**src/rtl/audio_in_recorder_pkg.sv**
```systemverilog
// Shared constants, state encoding and sample scaling for the audio record/playback paths.
package audio_in_recorder_pkg;

  localparam int unsigned TICK_DIV_DEF = 2272;
  localparam int unsigned DEPTH_DEF    = 117532;
  localparam int unsigned ADDR_W_DEF   = 23;
  localparam int unsigned SHIFT_DEF    = 14;
  localparam int unsigned AUDIO_W      = 32;
  localparam int unsigned SAMPLE_W     = 16;

  typedef enum logic [1:0] {
    ST_IDLE   = 2'd0,
    ST_RECORD = 2'd1,
    ST_DONE   = 2'd2
  } rec_state_e;

  // Keep bits [shift+15:shift] of a raw codec word; plain truncation.
  function automatic logic [SAMPLE_W-1:0] scale_sample(input logic [AUDIO_W-1:0] raw,
                                                       input int unsigned shift);
    return SAMPLE_W'(raw >> shift);
  endfunction

endpackage

```
**src/rtl/audio_in_recorder_if.sv**
```systemverilog
// Audio-in FIFO read side plus sample-RAM write port seen by the recorder.
interface audio_in_recorder_if #(
  parameter int unsigned ADDR_W = audio_in_recorder_pkg::ADDR_W_DEF
) ();
  import audio_in_recorder_pkg::*;

  logic                audio_in_available;
  logic [AUDIO_W-1:0]  left_channel_audio_in;
  logic [AUDIO_W-1:0]  right_channel_audio_in;
  logic                read_audio_in;
  logic                mem_we;
  logic [ADDR_W-1:0]   mem_addr;
  logic [SAMPLE_W-1:0] mem_wdata;

  modport master (
    input  audio_in_available, left_channel_audio_in, right_channel_audio_in,
    output read_audio_in, mem_we, mem_addr, mem_wdata
  );

  modport slave (
    output audio_in_available, left_channel_audio_in, right_channel_audio_in,
    input  read_audio_in, mem_we, mem_addr, mem_wdata
  );

endinterface

```
**src/rtl/audio_in_recorder_rate_tick_gen.sv**
```systemverilog
// Fixed-rate tick: one-cycle pulse every TICK_DIV+1 enabled clocks, shared with playback.
module rate_tick_gen #(
  parameter int unsigned TICK_DIV = 2272
) (
  input  logic clk,
  input  logic clr_i,
  input  logic en_i,
  output logic tick_o
);

  localparam int unsigned CNT_W = $clog2(TICK_DIV + 1);

  logic [CNT_W-1:0] cnt_q, cnt_d;
  logic             tick_q, tick_d;

  // Tick is registered one count early so it is high exactly while the count equals TICK_DIV.
  always_comb begin
    cnt_d  = cnt_q;
    tick_d = 1'b0;
    if (clr_i) begin
      cnt_d = '0;
    end else if (en_i) begin
      cnt_d  = (cnt_q == CNT_W'(TICK_DIV)) ? '0 : cnt_q + CNT_W'(1);
      tick_d = (cnt_q == CNT_W'(TICK_DIV - 1));
    end
  end

  always_ff @(posedge clk) begin
    cnt_q  <= cnt_d;
    tick_q <= tick_d;
  end

  assign tick_o = tick_q;

endmodule

```
**src/rtl/audio_in_recorder.sv**
```systemverilog
// Drains the codec input FIFO and writes the newest scaled sample to sample RAM at the playback tick rate.
module audio_in_recorder
  import audio_in_recorder_pkg::*;
#(
  parameter int unsigned TICK_DIV  = TICK_DIV_DEF,
  parameter int unsigned DEPTH     = DEPTH_DEF,
  parameter int unsigned ADDR_W    = ADDR_W_DEF,
  parameter int unsigned SHIFT     = SHIFT_DEF,
  parameter bit          USE_RIGHT = 1'b0
) (
  input  logic               CLOCK_50,
  input  logic               reset,
  input  logic               start,
  input  logic               stop,
  audio_in_recorder_if.master bus,
  output logic               busy,
  output logic               done,
  output logic [ADDR_W-1:0]  sample_count
);

  rec_state_e          state_q, state_d;
  logic                rd_q, rd_d;
  logic                we_q, we_d;
  logic                busy_q, busy_d;
  logic                done_q, done_d;
  logic [SAMPLE_W-1:0] sample_q, sample_d;
  logic [SAMPLE_W-1:0] wdata_q, wdata_d;
  logic [ADDR_W-1:0]   addr_q, addr_d;
  logic [ADDR_W-1:0]   mem_addr_q, mem_addr_d;
  logic [ADDR_W-1:0]   count_q, count_d;
  logic [AUDIO_W-1:0]  chan_c;
  logic                arm_c, rec_c, tick_c;

  assign chan_c = USE_RIGHT ? bus.right_channel_audio_in : bus.left_channel_audio_in;
  assign rec_c  = (state_q == ST_RECORD);
  assign arm_c  = !rec_c && start;

  rate_tick_gen #(.TICK_DIV(TICK_DIV)) u_tick (
    .clk   (CLOCK_50),
    .clr_i (reset | arm_c),
    .en_i  (rec_c),
    .tick_o(tick_c)
  );

  always_comb begin
    state_d    = state_q;
    rd_d       = bus.audio_in_available & ~rd_q;
    sample_d   = sample_q;
    wdata_d    = sample_q;
    we_d       = 1'b0;
    mem_addr_d = mem_addr_q;
    addr_d     = addr_q;
    count_d    = count_q;

    // FIFO is drained in every state so it cannot overflow while idle.
    if (rd_d) sample_d = scale_sample(chan_c, SHIFT);

    case (state_q)
      ST_RECORD: begin
        if (tick_c) begin
          we_d       = 1'b1;
          mem_addr_d = addr_q;
          count_d    = count_q + ADDR_W'(1);
          if (addr_q == ADDR_W'(DEPTH - 1)) state_d = ST_DONE;
          else                              addr_d  = addr_q + ADDR_W'(1);
        end
        if (stop) state_d = ST_DONE;
      end
      default: begin
        if (start) begin
          state_d = ST_RECORD;
          addr_d  = '0;
          count_d = '0;
        end
      end
    endcase

    busy_d = (state_d == ST_RECORD);
    done_d = (state_d == ST_DONE);
  end

  always_ff @(posedge CLOCK_50) begin
    if (reset) begin
      state_q    <= ST_IDLE;
      rd_q       <= 1'b0;
      we_q       <= 1'b0;
      busy_q     <= 1'b0;
      done_q     <= 1'b0;
      sample_q   <= '0;
      wdata_q    <= '0;
      addr_q     <= '0;
      mem_addr_q <= '0;
      count_q    <= '0;
    end else begin
      state_q    <= state_d;
      rd_q       <= rd_d;
      we_q       <= we_d;
      busy_q     <= busy_d;
      done_q     <= done_d;
      sample_q   <= sample_d;
      wdata_q    <= wdata_d;
      addr_q     <= addr_d;
      mem_addr_q <= mem_addr_d;
      count_q    <= count_d;
    end
  end

  assign bus.read_audio_in = rd_q;
  assign bus.mem_we        = we_q;
  assign bus.mem_addr      = mem_addr_q;
  assign bus.mem_wdata     = wdata_q;
  assign busy              = busy_q;
  assign done              = done_q;
  assign sample_count      = count_q;

endmodule

```
**src/flat_wrapper.sv**
```systemverilog
// flat-port wrapper written by rule: the top's interface ports become plain ports
module audio_in_recorder_flat import audio_in_recorder_pkg::*;
#(
  parameter int unsigned TICK_DIV  = TICK_DIV_DEF,
  parameter int unsigned DEPTH     = DEPTH_DEF,
  parameter int unsigned ADDR_W    = ADDR_W_DEF,
  parameter int unsigned SHIFT     = SHIFT_DEF,
  parameter bit          USE_RIGHT = 1'b0
)
  (CLOCK_50, reset, start, stop, busy, done, sample_count, bus_audio_in_available, bus_left_channel_audio_in, bus_right_channel_audio_in, bus_read_audio_in, bus_mem_we, bus_mem_addr, bus_mem_wdata);
  audio_in_recorder_if #(.ADDR_W(ADDR_W)) bus_i ();
  input  logic CLOCK_50;
  input  logic reset;
  input  logic start;
  input  logic stop;
  output logic busy;
  output logic done;
  output logic [ADDR_W-1:0] sample_count;
  input wire logic [$bits(bus_i.audio_in_available)-1:0] bus_audio_in_available;
  input wire logic [$bits(bus_i.left_channel_audio_in)-1:0] bus_left_channel_audio_in;
  input wire logic [$bits(bus_i.right_channel_audio_in)-1:0] bus_right_channel_audio_in;
  output wire logic [$bits(bus_i.read_audio_in)-1:0] bus_read_audio_in;
  output wire logic [$bits(bus_i.mem_we)-1:0] bus_mem_we;
  output wire logic [$bits(bus_i.mem_addr)-1:0] bus_mem_addr;
  output wire logic [$bits(bus_i.mem_wdata)-1:0] bus_mem_wdata;
  assign bus_i.audio_in_available = bus_audio_in_available;
  assign bus_i.left_channel_audio_in = bus_left_channel_audio_in;
  assign bus_i.right_channel_audio_in = bus_right_channel_audio_in;
  assign bus_read_audio_in = bus_i.read_audio_in;
  assign bus_mem_we = bus_i.mem_we;
  assign bus_mem_addr = bus_i.mem_addr;
  assign bus_mem_wdata = bus_i.mem_wdata;
  audio_in_recorder #(.TICK_DIV(TICK_DIV), .DEPTH(DEPTH), .ADDR_W(ADDR_W), .SHIFT(SHIFT), .USE_RIGHT(USE_RIGHT)) u_core (.CLOCK_50(CLOCK_50), .reset(reset), .start(start), .stop(stop), .bus(bus_i), .busy(busy), .done(done), .sample_count(sample_count));
endmodule
```
**config.mk**
```make
export PLATFORM = sky130hd
export DESIGN_NAME = audio_in_recorder_flat
export DESIGN_NICKNAME = d
export VERILOG_FILES = /design/src/rtl/audio_in_recorder_pkg.sv /design/src/rtl/audio_in_recorder_if.sv /design/src/rtl/audio_in_recorder_rate_tick_gen.sv /design/src/rtl/audio_in_recorder.sv /design/src/flat_wrapper.sv
export SDC_FILE = /design/constraint.sdc
export NUM_CORES = 1
export LEC_CHECK = 0
export CORE_ASPECT_RATIO = 0.7
export CORE_UTILIZATION = 30
export DETAILED_ROUTE_END_ITERATION = 12
export MAX_ROUTING_LAYER = met4
export PLACE_DENSITY_LB_ADDON = 0.08
export SYNTH_ARGS = -nofsm -noshare
export SYNTH_HDL_FRONTEND = slang
export SYNTH_HIERARCHICAL = 1
export SYNTH_SLANG_ARGS = --single-unit
```
**constraint.sdc**
```tcl
create_clock -name CLOCK_50 -period 3.76 [get_ports CLOCK_50]
set_input_delay 0.752 -clock CLOCK_50 [delete_from_list [all_inputs] [get_ports CLOCK_50]]
set_output_delay 0.752 -clock CLOCK_50 [all_outputs]
set_load 0.01 [all_outputs]
```
Word-level counts from Yosys, hierarchy flattened
Cells that the tools add are included.
{ "word_totals": {"register_bits": 120, "inputBits": 69, "output_inout_bits": 66, "elab_cells": 48} }
{ "op_classes": {"addsub": 3, "n_eq_ne": 8, "muxes": 13, "bitwise_logic": 4, "n_reduce_logical": 8} }
{ "op_table": {"columns": ["operator", "n"], "rows": [
  ["23-bit two-way mux", 6],
  ["23-bit by 1-bit adder with 23-bit output, second input constant", 2],
  ["12-bit equality test, second input constant", 2],
  ["23-bit by 17-bit equality test with 1-bit output, second input constant", 1],
  ["12-bit by 1-bit adder with 12-bit output, second input constant", 1],
  ["12-bit two-way mux", 1],
  ["2-bit two-way mux", 5],
  ["2-bit by 1-bit equality test with 1-bit output, second input constant", 2],
  ["2-bit inequality test, second input constant", 2],
  ["2-bit AND reduction", 2],
  ["2-bit OR reduction", 2],
  ["3-bit AND reduction", 1],
  ["2-bit equality test, second input constant", 1],
  ["1-bit NOT", 2],
  ["2-bit nonzero test", 1],
  ["1-bit bitwise AND", 1],
  ["1-bit logical AND", 1],
  ["1-bit zero test", 1],
  ["1-bit two-way mux", 1],
  ["1-bit OR", 1]
]} }

Logic depth before layout (Yosys ltp)
Gate-level depths: netlist of run 1.
{ "logic_depth": {"ltp_word": 6, "depth_mapped": 7, "mapped_depth_nobuf": 6} }

Hierarchy
Netlist of run 1, hierarchy kept.
{ "by_module_without_submodules": {"columns": ["mod", "instances", "cells_per_inst", "area_each_um2", "seq_area_each_um2"], "rows": [
  ["audio_in_recorder", 1, 446, 4105.2, 2142.1],
  ["rate_tick_gen", 1, 69, 643.1, 260.2]
]} }

Worst setup path after synthesis of run 1
Ideal clock, no wire load.
{ "synth_path": {"path_type": "input-to-reg", "from": "in start", "to": "reg u_core.addr_q[15]", "setup_time_ns": 0.071, "arrival_ns": 1.898, "required_time_ns": 3.689, "slack_ns": 1.792, "stages": 5, "path_buffers": 1, "path_cell_list": "a21oi_1 or3_1 buf_2 or4_1 a21oi_1"} }
{ "synth_via": {"elab_chain_cells": 2} }
{ "synth_rtl": {"columns": ["item", "line", "source"], "rows": [
  ["from (decl)", "flat_wrapper.sv:14", "input logic start;"],
  ["2-bit nonzero test (no line)", null, null],
  ["3-bit AND reduction (no line)", null, null],
  ["to (signal assigned)", "audio_in_recorder.sv:102", "addr_q <= addr_d;"],
  ["to (decl)", "audio_in_recorder.sv:28", "logic [ADDR_W-1:0] addr_q, addr_d;"]
]} }
No other way between the ends.
A chain may end at the register's enable or synchronous reset.

Final worst setup path of run 1
{ "layout_path": {"from": "in start", "to": "reg u_core.u_tick.cnt_q[3]"} }
{ "layout_via": {"elab_chain_cells": 2} }
{ "layout_rtl": {"columns": ["item", "line", "source"], "rows": [
  ["1-bit logical AND", "audio_in_recorder.sv:36", "assign arm_c = !rec_c && start;"],
  ["1-bit OR", "audio_in_recorder.sv:40", ".clr_i (reset | arm_c),"],
  ["to (signal assigned)", "audio_in_recorder_rate_tick_gen.sv:29", "cnt_q <= cnt_d;"],
  ["to (decl)", "audio_in_recorder_rate_tick_gen.sv:13", "logic [CNT_W-1:0] cnt_q, cnt_d;"]
]} }
No other way between the ends.

==> results of run 1 <==
## layout make-up
type	instances	area [um2]
clock buffer	21	460
inverter	8	30.0
multi-input combinational	361	2210
timing repair buffer	93	908
tap	200	250
antenna	1	2.50
sequential	120	2400
fill	1535	9110
clock inverter	9	125
## registers in the layout (all words and copies together), names as in the netlist
name and flops:
u_core/addr_q 23, u_core/bus.mem_addr 23, u_core/bus.mem_wdata 16, u_core/bus.mem_we 1, u_core/bus.read_audio_in 1, u_core/busy 1
u_core/done 1, u_core/sample_count 23, u_core/sample_q 16, u_core/state_q 2, u_core/u_tick/cnt_q 12, u_core/u_tick/tick_o 1
## worst register-to-register path, delay by kind of cell (launching register included)
kind / cells / cell delay (ns)
DFF: 1 / 0.38
AOI/OAI and AO/OA: 2 / 0.25
and+or+nand+nor: 3 / 1.19
buffers and inverters: 1 / 0.31
## metal layers
layer  global-route usage  up-vias  share of wire
met5                    -        -              0
met4               0.0634        0         0.0095
met3               0.0664       10          0.087
met2                0.223      111           0.40
met1                0.206     1864           0.50
li1                     -     2020              -
## cells in the final DEF (no fill, tap or decap), drive strengths merged, types with 2 or more instances in the layout
| cell type | count |
|---|---|
| o41ai | 3 |
| dfxtp | 120 |
| nand2b | 3 |
| nand3 | 26 |
| xor2 | 11 |
| and4b | 3 |
| clkinv | 4 |
| xnor2 | 16 |
| or3 | 11 |
| mux2i | 3 |
| nand4 | 13 |
| bufinv | 3 |
| nor4b | 4 |
| and4 | 7 |
| nor4 | 7 |
| nor2b | 16 |
| o211ai | 6 |
| o21ai | 11 |
| o311ai | 2 |
| nor3 | 4 |
| ha | 4 |
| nand2 | 66 |
| clkinvlp | 2 |
| o22a | 16 |
| a21oi | 44 |
| a31oi | 2 |
| nand4b | 2 |
| buf | 8 |
| o31ai | 9 |
| or4 | 10 |
| nand3b | 3 |
| nor2 | 43 |
| inv | 8 |
| and3 | 5 |
| clkbuf | 21 |
| clkdlybuf4s50 | 85 |
## cell families (layout without fill, tap and decap cells)
family	count (synthesis)	count (layout)	share of synthesized area
buffers and inverters	34	131	0.0279
and+or+nand+nor	230	230	0.269
muxes	3	3	0.00632
DFF	120	120	0.506
xor gates and xnor gates	27	27	0.0498
adders and majority gates	4	4	0.0105
other	0	1	0
AOI/OAI and AO/OA	97	97	0.130
## worst min path at each step
stage                                       start                        to  slack (ns)  depth (start not counted)
after floorplan                 u_core/addr_q[22]   u_core/bus.mem_addr[22]        0.44                          2
after global placement     u_core/bus.mem_addr[1]    u_core/bus.mem_addr[1]        0.45                          2
after detailed placement  u_core/bus.mem_addr[21]   u_core/bus.mem_addr[21]        0.45                          2
after CTS                 u_core/bus.mem_addr[21]   u_core/bus.mem_addr[21]        0.45                          2
after global routing          u_core/sample_q[12]  u_core/bus.mem_wdata[12]        0.47                          1
final                     u_core/bus.mem_addr[21]   u_core/bus.mem_addr[21]        0.45                          2
## stage by stage
| stage | worst slack (ns) | utilization | cells |
|---|---|---|---|
| 3_3_place_gp | 1.08 | 0.374 | 782 |
| 3_5_place_dp | 1.06 | 0.374 | 782 |
| 2_1_floorplan | 1.79 | - | 515 |
| 6_report | 1.51 | 0.412 | 813 |
| 4_1_cts | 1.50 | 0.412 | 812 |
| 5_1_grt | 1.39 | 0.412 | 813 |
## power by group through the flow
stage	clock, uW	sequential (uW)	combinational, uW
CTS	1680	1310	148
detailed placement	0	1340	147
floorplan	0	1340	70.2
finish	1620	1310	145
global placement	0	1340	145
global route	1730	1310	160
## synthesized netlist by cell type (2+ instances only)
library cell,n,share of area
a21oi_1,44,0.046
a31oi_1,2,0.0026
and3_1,4,0.0053
and4_1,7,0.013
and4b_1,3,0.0063
buf_1,3,0.0024
buf_2,3,0.0032
clkbuf_1,19,0.015
dfxtp_1,120,0.51
ha_1,4,0.011
inv_1,8,0.0063
mux2i_1,3,0.0063
nand2_1,66,0.052
nand2b_1,3,0.0040
nand3_1,25,0.026
nand3b_1,3,0.0047
nand4_1,10,0.013
nand4_4,3,0.013
nand4b_1,2,0.0037
nor2_1,43,0.034
nor2b_1,16,0.021
nor3_1,4,0.0042
nor4_1,6,0.0079
nor4b_1,4,0.0074
o211ai_1,6,0.0095
o21ai_0,10,0.011
o22a_1,16,0.030
o311ai_0,2,0.0037
o31ai_1,9,0.014
o41ai_1,3,0.0055
or3_1,8,0.011
or3_2,3,0.0047
or4_1,10,0.016
xnor2_1,16,0.030
xor2_1,11,0.020
==> impl_metrics.py, run 1 <==
metrics = {
    "grt": {
        "antenna_found_initial": 1,
        "grt_pass1_wl_um": 19700,
        "grt_use_total": 0.161,
        "grt_pass1_vias": 3835,
        "grt_max_degree": 60,
        "grt.overflow.total": 0,
    },
    "synth": {
        "syn_nets": 588,
        "syn-instance-count": 515,
        "ys_ff_latch": 120,
        "synth-edff-count": 0,
        "synth-main-ff-cell": "dfxtp_1",
        "synthArstFlopShare": 0,
        "ys_warn_count": 6,
        "ys_types": 51,
        "synth_area_um2": 4750,
        "synth-seq-area-share": 0.506,
        "syn_area_per_cell_um2": 9.22,
    },
    "power": {
        "seqPwrFrac": 0.426,
        "p_comb_frac": 0.047,
        "power_density_nw_per_um2": 482,
        "power_switching_uw": 648,
        "p_clk_frac": 0.527,
        "power_uw": 3080,
        "p_leak_uw": 0.00218,
        "sw_frac_of_total": 0.210,
        "p_int_uw": 2430,
        "ir_worst_vdd_v": 0.000329,
    },
    "cts": {
        "hold_buffers": 0,
        "worstSkewPairLatency_ns": 0.41,
        "cts_buffers": 17,
        "cts_tree": "done",
        "cts.clk_slew.worst_paths_ns": 0.05,
        "ctsResizeCount": 0,
        "cts_sinks": 120,
        "clk_path_buf_depth": 2,
        "cts_setup_buffers": 0,
        "cts_root_buf": "clkbuf_16",
        "htreeDepth": 4,
    },
    "sta": {
        "setup_violations": 0,
        "maxSlewViolCount": 0,
        "grt_setup_unrepaired": "false",
        "fmax_mhz": 444,
        "worst_clock_skew_ns": 0.0118,
        "hold_viol": 0,
        "setup_tns_ns": 0,
        "final.min_clock_period_ns": 2.25,
        "hold_ws_ns": 0.451,
        "min_period_over_period": 0.599,
        "tightest_slew_ns": 0.721,
        "maxSlewHeadroom": 0.520,
    },
    "placed_design": {
        "gp_congestion": 0.745,
        "placed_area_um2": 5800,
        "dp_hpwl_um": 7900,
        "io_buffers": 86,
    },
    "setup_path": {
        "path_buf_inv": 3,
        "crit_path_end_kind": "flop",
        "crit_required_ns": 4.04,
        "startpoint": "start",
        "cp_top_family": "buffers and inverters",
        "crit_fanout": 14,
        "start_kind": "primary input",
        "slowest_delay_ns": 0.55,
        "cp_num_cells": 6,
        "crit_path_end": "u_core/u_tick/cnt_q[3]",
        "r2r-start": "u_core/state_q[0]",
        "r2r-end": "u_core/addr_q[15]",
        "reg2reg_depth": 6,
        "crit_type": "primary input to flop",
        "critPathArrivalTime_ns": 2.53,
        "worstPathCellList": "clkdlybuf4s50_1 > a21oi_1 > buf_4 > inv_1 > a41o_1 > nor2_1",
        "r2r_slack_ns": 1.56,
        "cpMaxStageDelayCell": "clkdlybuf4s50_1",
    },
    "routing": {
        "drc": 8,
        "via_count": 4005,
        "viasPerCell": 4.93,
        "drtAntennaViolNets": 0,
        "drt-initial-drc-count": 241,
        "dr.pass1.iters": 11,
        "wl_per_cell_um": 14.9,
        "wl_um": 12100,
    },
    "floorplanning": {
        "pin_count": 135,
        "core_um2": 15500,
        "start_util": 0.306,
        "die_w_um": 152,
        "rows": 38,
        "die_h_um": 107,
        "dieArea_um2": 16300,
    },
    "finish": {
        "layout-drive-gt1-share": 0.0801,
        "fin_area_um2": 6390,
        "final_nets": 674,
        "area_growth_pct": 34.6,
    },
    "run": {
        "drv_cap": 0,
    },
    "status": {
        "violations": "DRC",
        "status": "complete, but fails checks",
    },
    "worst_hold_path": {
        "holdCritPathClass": "flop to flop",
    },
}
Note: power is estimated with default switching activity, not from simulation.
==> run 2: changes to the inputs <==
==> constraint.sdc (replaced) <==
create_clock -name CLOCK_50 -period 2 [get_ports CLOCK_50]
set_input_delay 0.4 -clock CLOCK_50 [delete_from_list [all_inputs] [get_ports CLOCK_50]]
set_output_delay 0.4 -clock CLOCK_50 [all_outputs]
set_load 0.01 [all_outputs]
==> run 2 against run 1 <==
  * The run still ends with DRC left
  * Worst hold slack better by 0.0025 ns
  * Sequential share of layout area down 0.94 points
  * Die area unchanged
  * Critical path type is now flop to flop
==> impl_metrics.py, run 2 (synthesis results as in run 1) <==
metrics = {
    "status": {
        "status": "complete, but fails checks",
        "violations": "DRC",
    },
    "setup_path": {
        "cp_top_family": "simple AND/OR/NAND/NOR gates",
        "cpMaxStageDelayCell": "or4_1",
        "critPathArrivalTime_ns": 2.20,
        "worstPathCellList": "and3_4 > nand3_4 > or3_1 > or4_1 > a21oi_1",
        "reg2reg_depth": 5,
        "crit_fanout": 6,
        "slowest_delay_ns": 0.49,
        "start_kind": "flop",
        "path_buf_inv": 0,
        "cp_num_cells": 5,
        "crit_path_end_kind": "flop",
        "crit_required_ns": 2.34,
        "crit_type": "flop to flop",
    },
    "power": {
        "seqPwrFrac": 0.434,
        "power_density_nw_per_um2": 868,
        "power_uw": 5690,
        "p_leak_uw": 0.00228,
        "p_comb_frac": 0.052,
        "ir_worst_vdd_v": 0.000526,
        "sw_frac_of_total": 0.214,
        "power_switching_uw": 1220,
        "p_int_uw": 4470,
        "p_clk_frac": 0.514,
    },
    "routing": {
        "via_count": 4045,
        "drc": 8,
        "wl_per_cell_um": 14.5,
        "drtAntennaViolNets": 0,
        "wl_um": 12100,
        "dr.pass1.iters": 9,
        "viasPerCell": 4.84,
        "drt-initial-drc-count": 261,
    },
    "floorplanning": {
        "die_h_um": 107,
        "rows": 38,
        "core_um2": 15500,
        "pin_count": 135,
        "die_w_um": 152,
        "dieArea_um2": 16300,
        "start_util": 0.306,
    },
    "finish": {
        "final_cell_mix": "dfxtp_1 (120), clkdlybuf4s50_1 (85), nand2_1 (66)",
        "area_growth_pct": 38.1,
        "layout_commonest_cell": "dfxtp_1",
        "layout-drive-gt1-share": 0.115,
        "antenna-diode-count": 0,
        "final_nets": 697,
    },
    "sta": {
        "layout_setup_ws_ns": 0.143,
        "min_period_over_period": 0.928,
        "hold_viol": 0,
        "maxSlewViolCount": 0,
        "tightest_slew_ns": 0.478,
        "hold_ws_ns": 0.454,
        "grt_setup_unrepaired": "false",
        "final.min_clock_period_ns": 1.86,
        "fmax_mhz": 539,
        "worst_clock_skew_ns": 0.00661,
        "maxSlewHeadroom": 0.677,
        "setup_violations": 0,
    },
    "grt": {
        "grt_pass1_wl_um": 20000,
        "met1_usage": 0.203,
        "grt_use_total": 0.162,
        "grt.busiest_layer": "met2",
        "grt.overflow.total": 0,
        "met2_usage": 0.230,
        "grt_max_degree": 60,
        "grt_pass1_vias": 3973,
        "antenna_found_initial": 0,
        "met3_usage": 0.0640,
    },
    "placed_design": {
        "gp_congestion": 0.780,
        "dp_hpwl_um": 8390,
        "pre_cts_ws_ns": -0.166,
        "io_buffers": 86,
    },
    "cts": {
        "clk_path_buf_depth": 2,
        "worstSkewPairLatency_ns": 0.41,
        "htreeDepth": 4,
        "cts_setup_buffers": 0,
        "ctsResizeCount": 0,
        "hold_buffers": 0,
        "cts_tree": "done",
        "cts.clk_slew.worst_paths_ns": 0.05,
        "cts_sinks": 120,
        "cts_root_buf": "clkbuf_16",
        "cts_buffers": 17,
    },
    "run": {
        "drv_cap": 0,
    },
    "worst_hold_path": {
        "holdCritPathClass": "flop to flop",
        "min_delay_path_depth": 2,
    },
}
==> run 2: changes by cell type in the layout (fill, tap and decap cells not counted) <==
cell and change:
clkinv_2 +1, bufinv_16 -1, buf_4 +22, clkbuf_1 +1, diode_2 -1, nor2_1 -1
buf_12 +1, nor2_2 +1
==> run 2: cell type report <==
cell class,instances,area [um2]
timing repair buffer,116,1090
clock inverter,9,100
sequential,120,2400
inverter,8,30.0
fill,1534,8940
multi-input combinational,361,2220
clock buffer,22,464
tap,200,250
==> run 2: power groups by stage <==
stage | Combinational [uW] | Sequential [uW] | Clock, uW
after floorplan | 132 | 2530 | 0
after global routing | 327 | 2470 | 3130
final | 297 | 2470 | 2930
after detailed placement | 301 | 2520 | 0
after global placement | 297 | 2520 | 0
after CTS | 303 | 2470 | 2990
==> run 2: final timing paths <==
kind / end / slack, ns / from
max: u_core/addr_q[15] / 0.14 / u_core/addr_q[0]
min: u_core/bus.mem_addr[14] / 0.45 / u_core/bus.mem_addr[14]
max reg2reg: u_core/addr_q[15] / 0.14 / u_core/addr_q[0]
min reg2reg: u_core/bus.mem_addr[14] / 0.45 / u_core/bus.mem_addr[14]
==> run 2: worst min-delay path, delay by kind of cell, from the launching register on <==
| kind | cells | cell delay, ns |
|---|---|---|
| compound gates | 1 | 0.05 |
| flops | 1 | 0.31 |
| simple gates | 1 | 0.05 |
==> run 2: per-stage QoR <==
| stage | setup TNS (ns) | utilization | instances | cell area [um2] |
|---|---|---|---|---|
| global route | 0 | 0.423 | 836 | 6560 |
| floorplan | 0 | - | 515 | 4750 |
| detailed placement | -0.601 | 0.386 | 805 | 5990 |
| global placement | -0.556 | 0.386 | 805 | 5990 |
| finish | 0 | 0.423 | 836 | 6560 |
| CTS | 0 | 0.423 | 836 | 6550 |
==> run 2: routing by layer <==
metal / up-vias / share of wire / wire, um
li1: 2061 / - / -
met1: 1869 / 0.50 / 6050
met2: 104 / 0.41 / 4920
met3: 11 / 0.082 / 994
met4: 0 / 0.012 / 144
met5: - / 0 / 0
